### src/rtl/stack_ctrl_v2.sv
`default_nettype none
// ============================================================================
//  Module   : stack_ctrl_v2
//  Purpose  : Multicycle controller for the stack-machine datapath. Fetches an
//             instruction into IR, decodes the 4-bit opcode and issues one
//             micro-step of datapath strobes per clock. Tracks stack occupancy
//             internally and supports a start/halt handshake.
//  Optional : STACK_GUARD_EN -- when defined, occupancy and illegal-opcode
//             checks in ID send the controller to FAULT; otherwise fault is
//             tied low, opcodes 12-14 behave as NOP and depth wraps.
//  Ports    : clk, rst (async, active-high)   clock / reset
//             start                            leave IDLE/HALTED, begin fetch
//             inst[3:0]                        opcode field of IR (used in ID)
//             ld_IR, PCorIR, push, pop, MEMorALU, ldA, ldB, PCup, PCwrite,
//             J, JZ, write_enable              datapath strobes
//             ALUop[ALU_OP_W-1:0]              ALU operation select
//             busy, halted, fault              status
//             depth[DEPTH_W-1:0]               current stack occupancy
//  Revision : 2.0 - opcode space, ALU width param, handshake, depth tracking
// ============================================================================
module stack_ctrl_v2 #(
   parameter int STACK_DEPTH = 16,
   parameter int ALU_OP_W    = 3,
   parameter int DEPTH_W     = $clog2(STACK_DEPTH + 1)
) (
   input  logic                clk,
   input  logic                rst,
   input  logic                start,
   input  logic [3:0]          inst,
   output logic                ld_IR,
   output logic                PCorIR,
   output logic                push,
   output logic                pop,
   output logic                MEMorALU,
   output logic                ldA,
   output logic                ldB,
   output logic                PCup,
   output logic                PCwrite,
   output logic                J,
   output logic                JZ,
   output logic                write_enable,
   output logic [ALU_OP_W-1:0] ALUop,
   output logic                busy,
   output logic                halted,
   output logic                fault,
   output logic [DEPTH_W-1:0]  depth
);

   typedef enum logic [2:0] {
      S_IDLE   = 3'd0,
      S_IF     = 3'd1,
      S_ID     = 3'd2,
      S_EXEC   = 3'd3,
      S_INC0   = 3'd4,
      S_INC1   = 3'd5,
      S_HALTED = 3'd6,
      S_FAULT  = 3'd7
   } state_t;

   localparam logic [3:0] OP_ADD  = 4'd0;
   localparam logic [3:0] OP_SUB  = 4'd1;
   localparam logic [3:0] OP_AND  = 4'd2;
   localparam logic [3:0] OP_NOT  = 4'd3;
   localparam logic [3:0] OP_PUSH = 4'd4;
   localparam logic [3:0] OP_POP  = 4'd5;
   localparam logic [3:0] OP_JUMP = 4'd6;
   localparam logic [3:0] OP_JZ   = 4'd7;
   localparam logic [3:0] OP_OR   = 4'd8;
   localparam logic [3:0] OP_XOR  = 4'd9;
   localparam logic [3:0] OP_DUP  = 4'd10;
   localparam logic [3:0] OP_HALT = 4'd15;

   state_t     state, state_nxt;
   logic [2:0] step;
   logic [3:0] op;
   logic [2:0] last_step;   // final EXEC step index of the latched opcode
   logic       exec_to_if;  // jumps return straight to IF, skipping INC0/INC1
   logic [2:0] bin_alu;     // ALU code of a binary opcode
   logic       guard_fail;

   // ---------------------------------------------------------------- state regs
   always_ff @(posedge clk or posedge rst) begin
      if (rst) begin
         state <= S_IDLE;
         step  <= 3'd0;
         op    <= 4'd0;
      end else begin
         state <= state_nxt;
         // step only advances while staying in EXEC; any other move clears it
         if (state == S_EXEC && state_nxt == S_EXEC)
            step <= step + 3'd1;
         else
            step <= 3'd0;
         if (state == S_ID)
            op <= inst;
      end
   end

   // ---------------------------------------------------------- opcode decode
   always_comb begin
      last_step  = 3'd0;
      exec_to_if = 1'b0;
      bin_alu    = 3'd0;
      case (op)
         OP_ADD:  begin last_step = 3'd4; bin_alu = 3'd0; end
         OP_SUB:  begin last_step = 3'd4; bin_alu = 3'd1; end
         OP_AND:  begin last_step = 3'd4; bin_alu = 3'd2; end
         OP_OR:   begin last_step = 3'd4; bin_alu = 3'd4; end
         OP_XOR:  begin last_step = 3'd4; bin_alu = 3'd5; end
         OP_NOT:  last_step = 3'd2;
         OP_DUP:  last_step = 3'd2;
         OP_PUSH: last_step = 3'd1;
         OP_POP:  last_step = 3'd1;
         OP_JUMP: exec_to_if = 1'b1;
         OP_JZ:   begin last_step = 3'd1; exec_to_if = 1'b1; end
         default: last_step = 3'd0;   // NOP, HALT, 12-14
      endcase
   end

   // ------------------------------------------------------- occupancy guard
`ifdef STACK_GUARD_EN
   localparam logic [DEPTH_W-1:0] FULL = DEPTH_W'(STACK_DEPTH);

   // Evaluated on the raw opcode in ID so the offending instruction never
   // reaches EXEC and issues no strobe at all.
   always_comb begin
      guard_fail = 1'b0;
      case (inst)
         OP_ADD, OP_SUB, OP_AND,
         OP_OR, OP_XOR:            guard_fail = (depth <= DEPTH_W'(1));
         OP_NOT, OP_POP, OP_JZ:    guard_fail = (depth == '0);
         OP_PUSH:                  guard_fail = (depth >= FULL);
         OP_DUP:                   guard_fail = (depth == '0) || (depth >= FULL);
         4'd12, 4'd13, 4'd14:      guard_fail = 1'b1;
         default:                  guard_fail = 1'b0;
      endcase
   end
`else
   assign guard_fail = 1'b0;
`endif

   // ------------------------------------------------------------ next state
   always_comb begin
      state_nxt = state;
      case (state)
         S_IDLE, S_HALTED: if (start) state_nxt = S_IF;
         S_IF:             state_nxt = S_ID;
         S_ID:             state_nxt = guard_fail ? S_FAULT : S_EXEC;
         S_EXEC:           if (step == last_step)
                              state_nxt = exec_to_if ? S_IF : S_INC0;
         S_INC0:           state_nxt = S_INC1;
         S_INC1:           state_nxt = (op == OP_HALT) ? S_HALTED : S_IF;
         S_FAULT:          state_nxt = S_FAULT;
         default:          state_nxt = S_IDLE;
      endcase
   end

   // ------------------------------------------------------- Moore outputs
   always_comb begin
      ld_IR        = 1'b0;
      PCorIR       = 1'b0;
      push         = 1'b0;
      pop          = 1'b0;
      MEMorALU     = 1'b0;
      ldA          = 1'b0;
      ldB          = 1'b0;
      PCup         = 1'b0;
      PCwrite      = 1'b0;
      J            = 1'b0;
      JZ           = 1'b0;
      write_enable = 1'b0;
      ALUop        = '0;
      case (state)
         S_IF:   ld_IR = 1'b1;
         S_EXEC: begin
            case (op)
               OP_ADD, OP_SUB, OP_AND, OP_OR, OP_XOR: begin
                  case (step)
                     3'd0: ldA = 1'b1;
                     3'd1: pop = 1'b1;
                     3'd2: ldB = 1'b1;
                     3'd3: begin pop = 1'b1; ALUop = ALU_OP_W'(bin_alu); end
                     3'd4: begin push = 1'b1; MEMorALU = 1'b1; end
                     default: ;
                  endcase
               end
               OP_NOT: begin
                  case (step)
                     3'd0: ldA = 1'b1;
                     3'd1: begin pop = 1'b1; ALUop = ALU_OP_W'(3'd3); end
                     3'd2: begin push = 1'b1; MEMorALU = 1'b1; end
                     default: ;
                  endcase
               end
               OP_PUSH: begin
                  if (step == 3'd0) PCorIR = 1'b1;
                  else              push   = 1'b1;
               end
               OP_POP: begin
                  if (step == 3'd0) ldA = 1'b1;
                  else begin
                     pop          = 1'b1;
                     write_enable = 1'b1;
                     PCorIR       = 1'b1;
                  end
               end
               OP_DUP: begin
                  case (step)
                     3'd0: ldA = 1'b1;
                     3'd1: ALUop = ALU_OP_W'(3'd6);
                     3'd2: begin push = 1'b1; MEMorALU = 1'b1; end
                     default: ;
                  endcase
               end
               OP_JUMP: begin
                  J       = 1'b1;
                  PCwrite = 1'b1;
               end
               OP_JZ: begin
                  if (step == 3'd0) begin ldA = 1'b1; PCup = 1'b1; end
                  else begin JZ = 1'b1; PCwrite = 1'b1; end
               end
               default: ;
            endcase
         end
         S_INC0: PCup = 1'b1;
         S_INC1: begin PCup = 1'b1; PCwrite = 1'b1; end
         default: ;
      endcase
   end

   assign busy   = (state != S_IDLE) && (state != S_HALTED) && (state != S_FAULT);
   assign halted = (state == S_HALTED);
`ifdef STACK_GUARD_EN
   assign fault  = (state == S_FAULT);
`else
   assign fault  = 1'b0;
`endif

   // ---------------------------------------------------------- depth counter
   // push and pop are never issued in the same micro-step.
   always_ff @(posedge clk or posedge rst) begin
      if (rst) begin
         depth <= '0;
      end else if (push) begin
`ifdef STACK_GUARD_EN
         if (depth != FULL) depth <= depth + DEPTH_W'(1);
`else
         depth <= depth + DEPTH_W'(1);
`endif
      end else if (pop) begin
`ifdef STACK_GUARD_EN
         if (depth != '0) depth <= depth - DEPTH_W'(1);
`else
         depth <= depth - DEPTH_W'(1);
`endif
      end
   end

endmodule
`default_nettype wire

### config.mk
export PLATFORM = sky130hd
export DESIGN_NAME = stack_ctrl_v2
export DESIGN_NICKNAME = d
export VERILOG_FILES = /design/src/rtl/stack_ctrl_v2.sv
export SDC_FILE = /design/constraint.sdc
export NUM_CORES = 1
export LEC_CHECK = 0
export BUFFER_PORTS_ARGS = -buffer_cell sky130_fd_sc_hd__buf_4
export CAP_MARGIN = 0
export CORE_AREA = 2 2 53 65
export CTS_CLUSTER_SIZE = 10
export DETAILED_ROUTE_END_ITERATION = 16
export DIE_AREA = 0 0 55 67
export HOLD_SLACK_MARGIN = 0.05
export PLACE_DENSITY = 0.72
export SYNTH_ARGS = -nofsm -noshare
export SYNTH_HDL_FRONTEND = slang
export SYNTH_SLANG_ARGS = --single-unit
### constraint.sdc
create_clock -name clk -period 2.25 [get_ports clk]
set_input_delay 0.3375 -clock clk [delete_from_list [all_inputs] [get_ports clk]]
set_output_delay 0.3375 -clock clk [all_outputs]
set_load 0.05 [all_outputs]
==> run summary <==
Sw Ratio = 51.45%
YS warnings = 0
CTS Sinks = 15
Clock Pin Slew Worst Setup and Hold Paths = 0.10 ns
WS Path Type = register to primary output
RSZ-0062 raised after global routing = yes
pwr/cell area = 1545 mW/mm2
VDD IR-drop max = 983.3 uV
final count of pins violating max slew = 0
failing checks = negative setup slack
gr usage total = 23.52%
largest family of logic cells by synthesized area = simple AND/OR/NAND/NOR gates
Synth-to-Final Area Change = 43.91%
Mapped Area = 0.001428 mm2
Synth Area in Simple Gates = 31.73%
Iter 0 DRT Violations = 40
final antenna-violating net count = 0
Synth Area in XOR/XNOR = 3.067%
# fillers = 254
Critical Path Start Type = register
crit path max fanout = 7
share of post-route cells with drive strength above 1 = 52.66%
Clock Path Buffers = 2
root buf cell = clkbuf_4
DRC errors left = 0
global-route wire length before repair = 6430 um
synthesized area per cell = 9.392 um2
Setup WS post-layout = -0.05618 ns
Setup crit end kind = primary output
Psw = 1.633 mW
Mapped Nets = 168
initial antenna violation count = 0
Yosys cell types = 59
DRT Pass-1 Iters = 4
Worst slew margin = 58.67%
DIE AREA = 0.003685 mm2
port buffer count = 28
IO Pins = 30
Arr. time, crit path = 1.97 ns
Clock Skew = 0.006320 ns
footprint of the multi-input gates = 0.001077 mm2
register area share after synthesis = 26.29%
core box area = 0.003028 mm2
post-DP HPWL = 3014 um
MaxCap Viol Count = 0
Req. time, crit path = 1.91 ns
Synth Area in Compound Gates = 15.78%
Inserted Diodes = 0
Final period util = 102.5%
routed wire length = 4020 um
gr ovfl total = 0
Int Pwr = 1.541 mW
most frequent cells in the layout = buf_4, dfrtp_1, nor2_1, nand2_1, a21oi_1
Pleak = 0.9165 nW
post-synthesis mux area share = 6.135%
final-stage net count = 224
status = finished with violations
initial cell density of the core = 47.15%
pre-CTS WS = -0.09673 ns
minimum clock period after layout = 2.306 ns
drt wl/cell = 16.54 um
FF/Latch Area = 377.9 um2
clk_lat worst skew = 0.29 ns
sequential power share = 18.1%
f_max = 433.6 MHz
Pwr Total = 3.173 mW
Combinational Power Share = 76.8%
vias in the first global route = 1,400
Num CTS Buffers = 3
TritonCTS clock tree = yes
Synth Register Bits = 15
clock share of power = 5.1%
die height = 67 um
Placer Congestion = 0.8553
routed via count = 1,407
most common cell after layout, fill and taps aside = buf_4
die width = 55 um
Post-CTS Hold Fix Bufs = 0
Post-Synthesis Cells = 152
worst-margin pin slew = 0.6192 ns
H-tree levels = 1
final hold violation count = 0
setup slack, reg-to-reg = -0.04 ns
Setup-failing EPs final = 3
mean number of vias per cell = 5.790
adder-cell area share of the yosys netlist = 8.414%
# rows = 22
largest net degree at the start of global routing = 16
min-delay worst type = input pin to asynchronous set/reset pin
[synthesized netlist by cell type (all sizes together)]
master | number | area share [%]
fa | 1 | 1.4
or2 | 1 | 0.44
o21ai | 5 | 1.8
nand2 | 9 | 2.4
a21oi | 11 | 3.9
a211o | 1 | 0.61
mux2i | 2 | 1.4
ha | 8 | 7.0
and2b | 1 | 0.61
o211ai | 1 | 0.53
xor2 | 1 | 0.61
nor4b | 2 | 1.2
and4bb | 3 | 2.6
and4b | 1 | 0.79
o32ai | 1 | 0.61
clkbuf | 2 | 0.53
nor4 | 3 | 3.4
inv | 9 | 2.5
a41o | 1 | 0.70
a31oi | 3 | 2.4
xnor2 | 4 | 2.5
nand4b | 1 | 0.61
and3b | 1 | 0.61
a21boi | 1 | 0.53
dfrtp | 15 | 26
o22ai | 1 | 0.44
mux2 | 5 | 4.7
nand2b | 4 | 1.9
buf | 9 | 5.3
nand3 | 4 | 1.4
conb | 1 | 0.26
nand3b | 2 | 1.9
and4 | 1 | 0.61
nor2b | 3 | 1.3
nor2 | 10 | 3.8
o31ai | 1 | 0.53
nor3 | 9 | 4.3
nor3b | 3 | 1.6
and2 | 1 | 0.44
and3 | 1 | 0.44
a311oi | 2 | 1.7
a21o | 1 | 0.53
nand4 | 3 | 1.3
o21a | 2 | 1.1
o2bb2ai | 1 | 0.61
[power groups by stage]
stage | registers [mW] | logic [mW] | clock network [mW]
floorplan | 0.668 | 1.45 | 0
global placement | 0.544 | 2.21 | 0
detailed placement | 0.554 | 2.27 | 0
CTS | 0.571 | 2.34 | 0.164
global route | 0.592 | 2.62 | 0.182
finish | 0.575 | 2.44 | 0.162
[per-stage QoR]
step,hold slack (ns),utilization [%],TNS (ns),cells,area [um2]
3_5_place_dp,0.4528,62.56,-0.1858,234,1894
6_report,0.1149,67.85,-0.1061,243,2054
4_1_cts,0.1361,65.45,-0.06984,240,1982
2_1_floorplan,0.2390,-,-0.2780,152,1504
3_3_place_gp,0.4470,62.56,-0.02763,234,1894
5_1_grt,0.1719,67.85,-1.079,243,2054
[cell families after synthesis]
| family | Yosys count |
|---|---|
| compound gates | 32 |
| xor+xnor | 5 |
| fa+ha+maj | 9 |
| simple gates | 63 |
| mux | 7 |
| flops | 15 |
| buf+inv | 20 |
| other cells | 1 |
[registers in the layout, indices dropped and copies added (netlist names)]
name / count
state: 3
op: 4
depth: 5
step: 3
[layer usage]
| layer | GRT usage, % | vias to the layer above | wire length [um] |
|---|---|---|---|
| met2 | 45.68 | 48 | 2252 |
| li1 | - | 661 | - |
| met3 | 2.242 | 14 | 160 |
| met1 | 25.41 | 684 | 1493 |
| met5 | 0 | - | 0 |
| met4 | 6.707 | 0 | 112 |
[worst max-delay path, stage by stage (launching register included)]
cell and delay (ns):
dfrtp_1 0.39, buf_6 0.15, ha_1 0.16, ha_2 0.21, nor2b_2 0.18, a31oi_2 0.06
nor4b_2 0.29, buf_4 0.24
[final timing paths]
path,start,to,depth (start not counted)
worst min register to register,depth[4]$_DFFE_PP0P_,depth[4]$_DFFE_PP0P_,1
worst max-delay path,step[0]$_DFF_PP0_,ALUop[2],7
worst max register to register,step[0]$_DFF_PP0_,depth[3]$_DFFE_PP0P_,10
min in group clk,inst[2],op[2]$_DFFE_PP0N_,3
max in group asynchronous,rst,op[3]$_DFFE_PP0N_,2
worst min-delay path,rst,op[2]$_DFFE_PP0N_,2
[layout make-up]
cell class                 count  area share (%)
inverter                       9           1.766
timing repair buffer          62           23.93
clock buffer                   4           1.279
tap                           36           2.192
multi-input combinational    117           52.44
sequential                    15           18.39
[timing repair]
action,in CTS,in global routing
pin swaps,6,3
hold endpoints to repair,0,0
setup endpoints to repair,8,9
resized for setup,11,11
gates cloned,0,0
setup buffers,2,3
No activity file was read; power rests on OpenSTA's default activity.
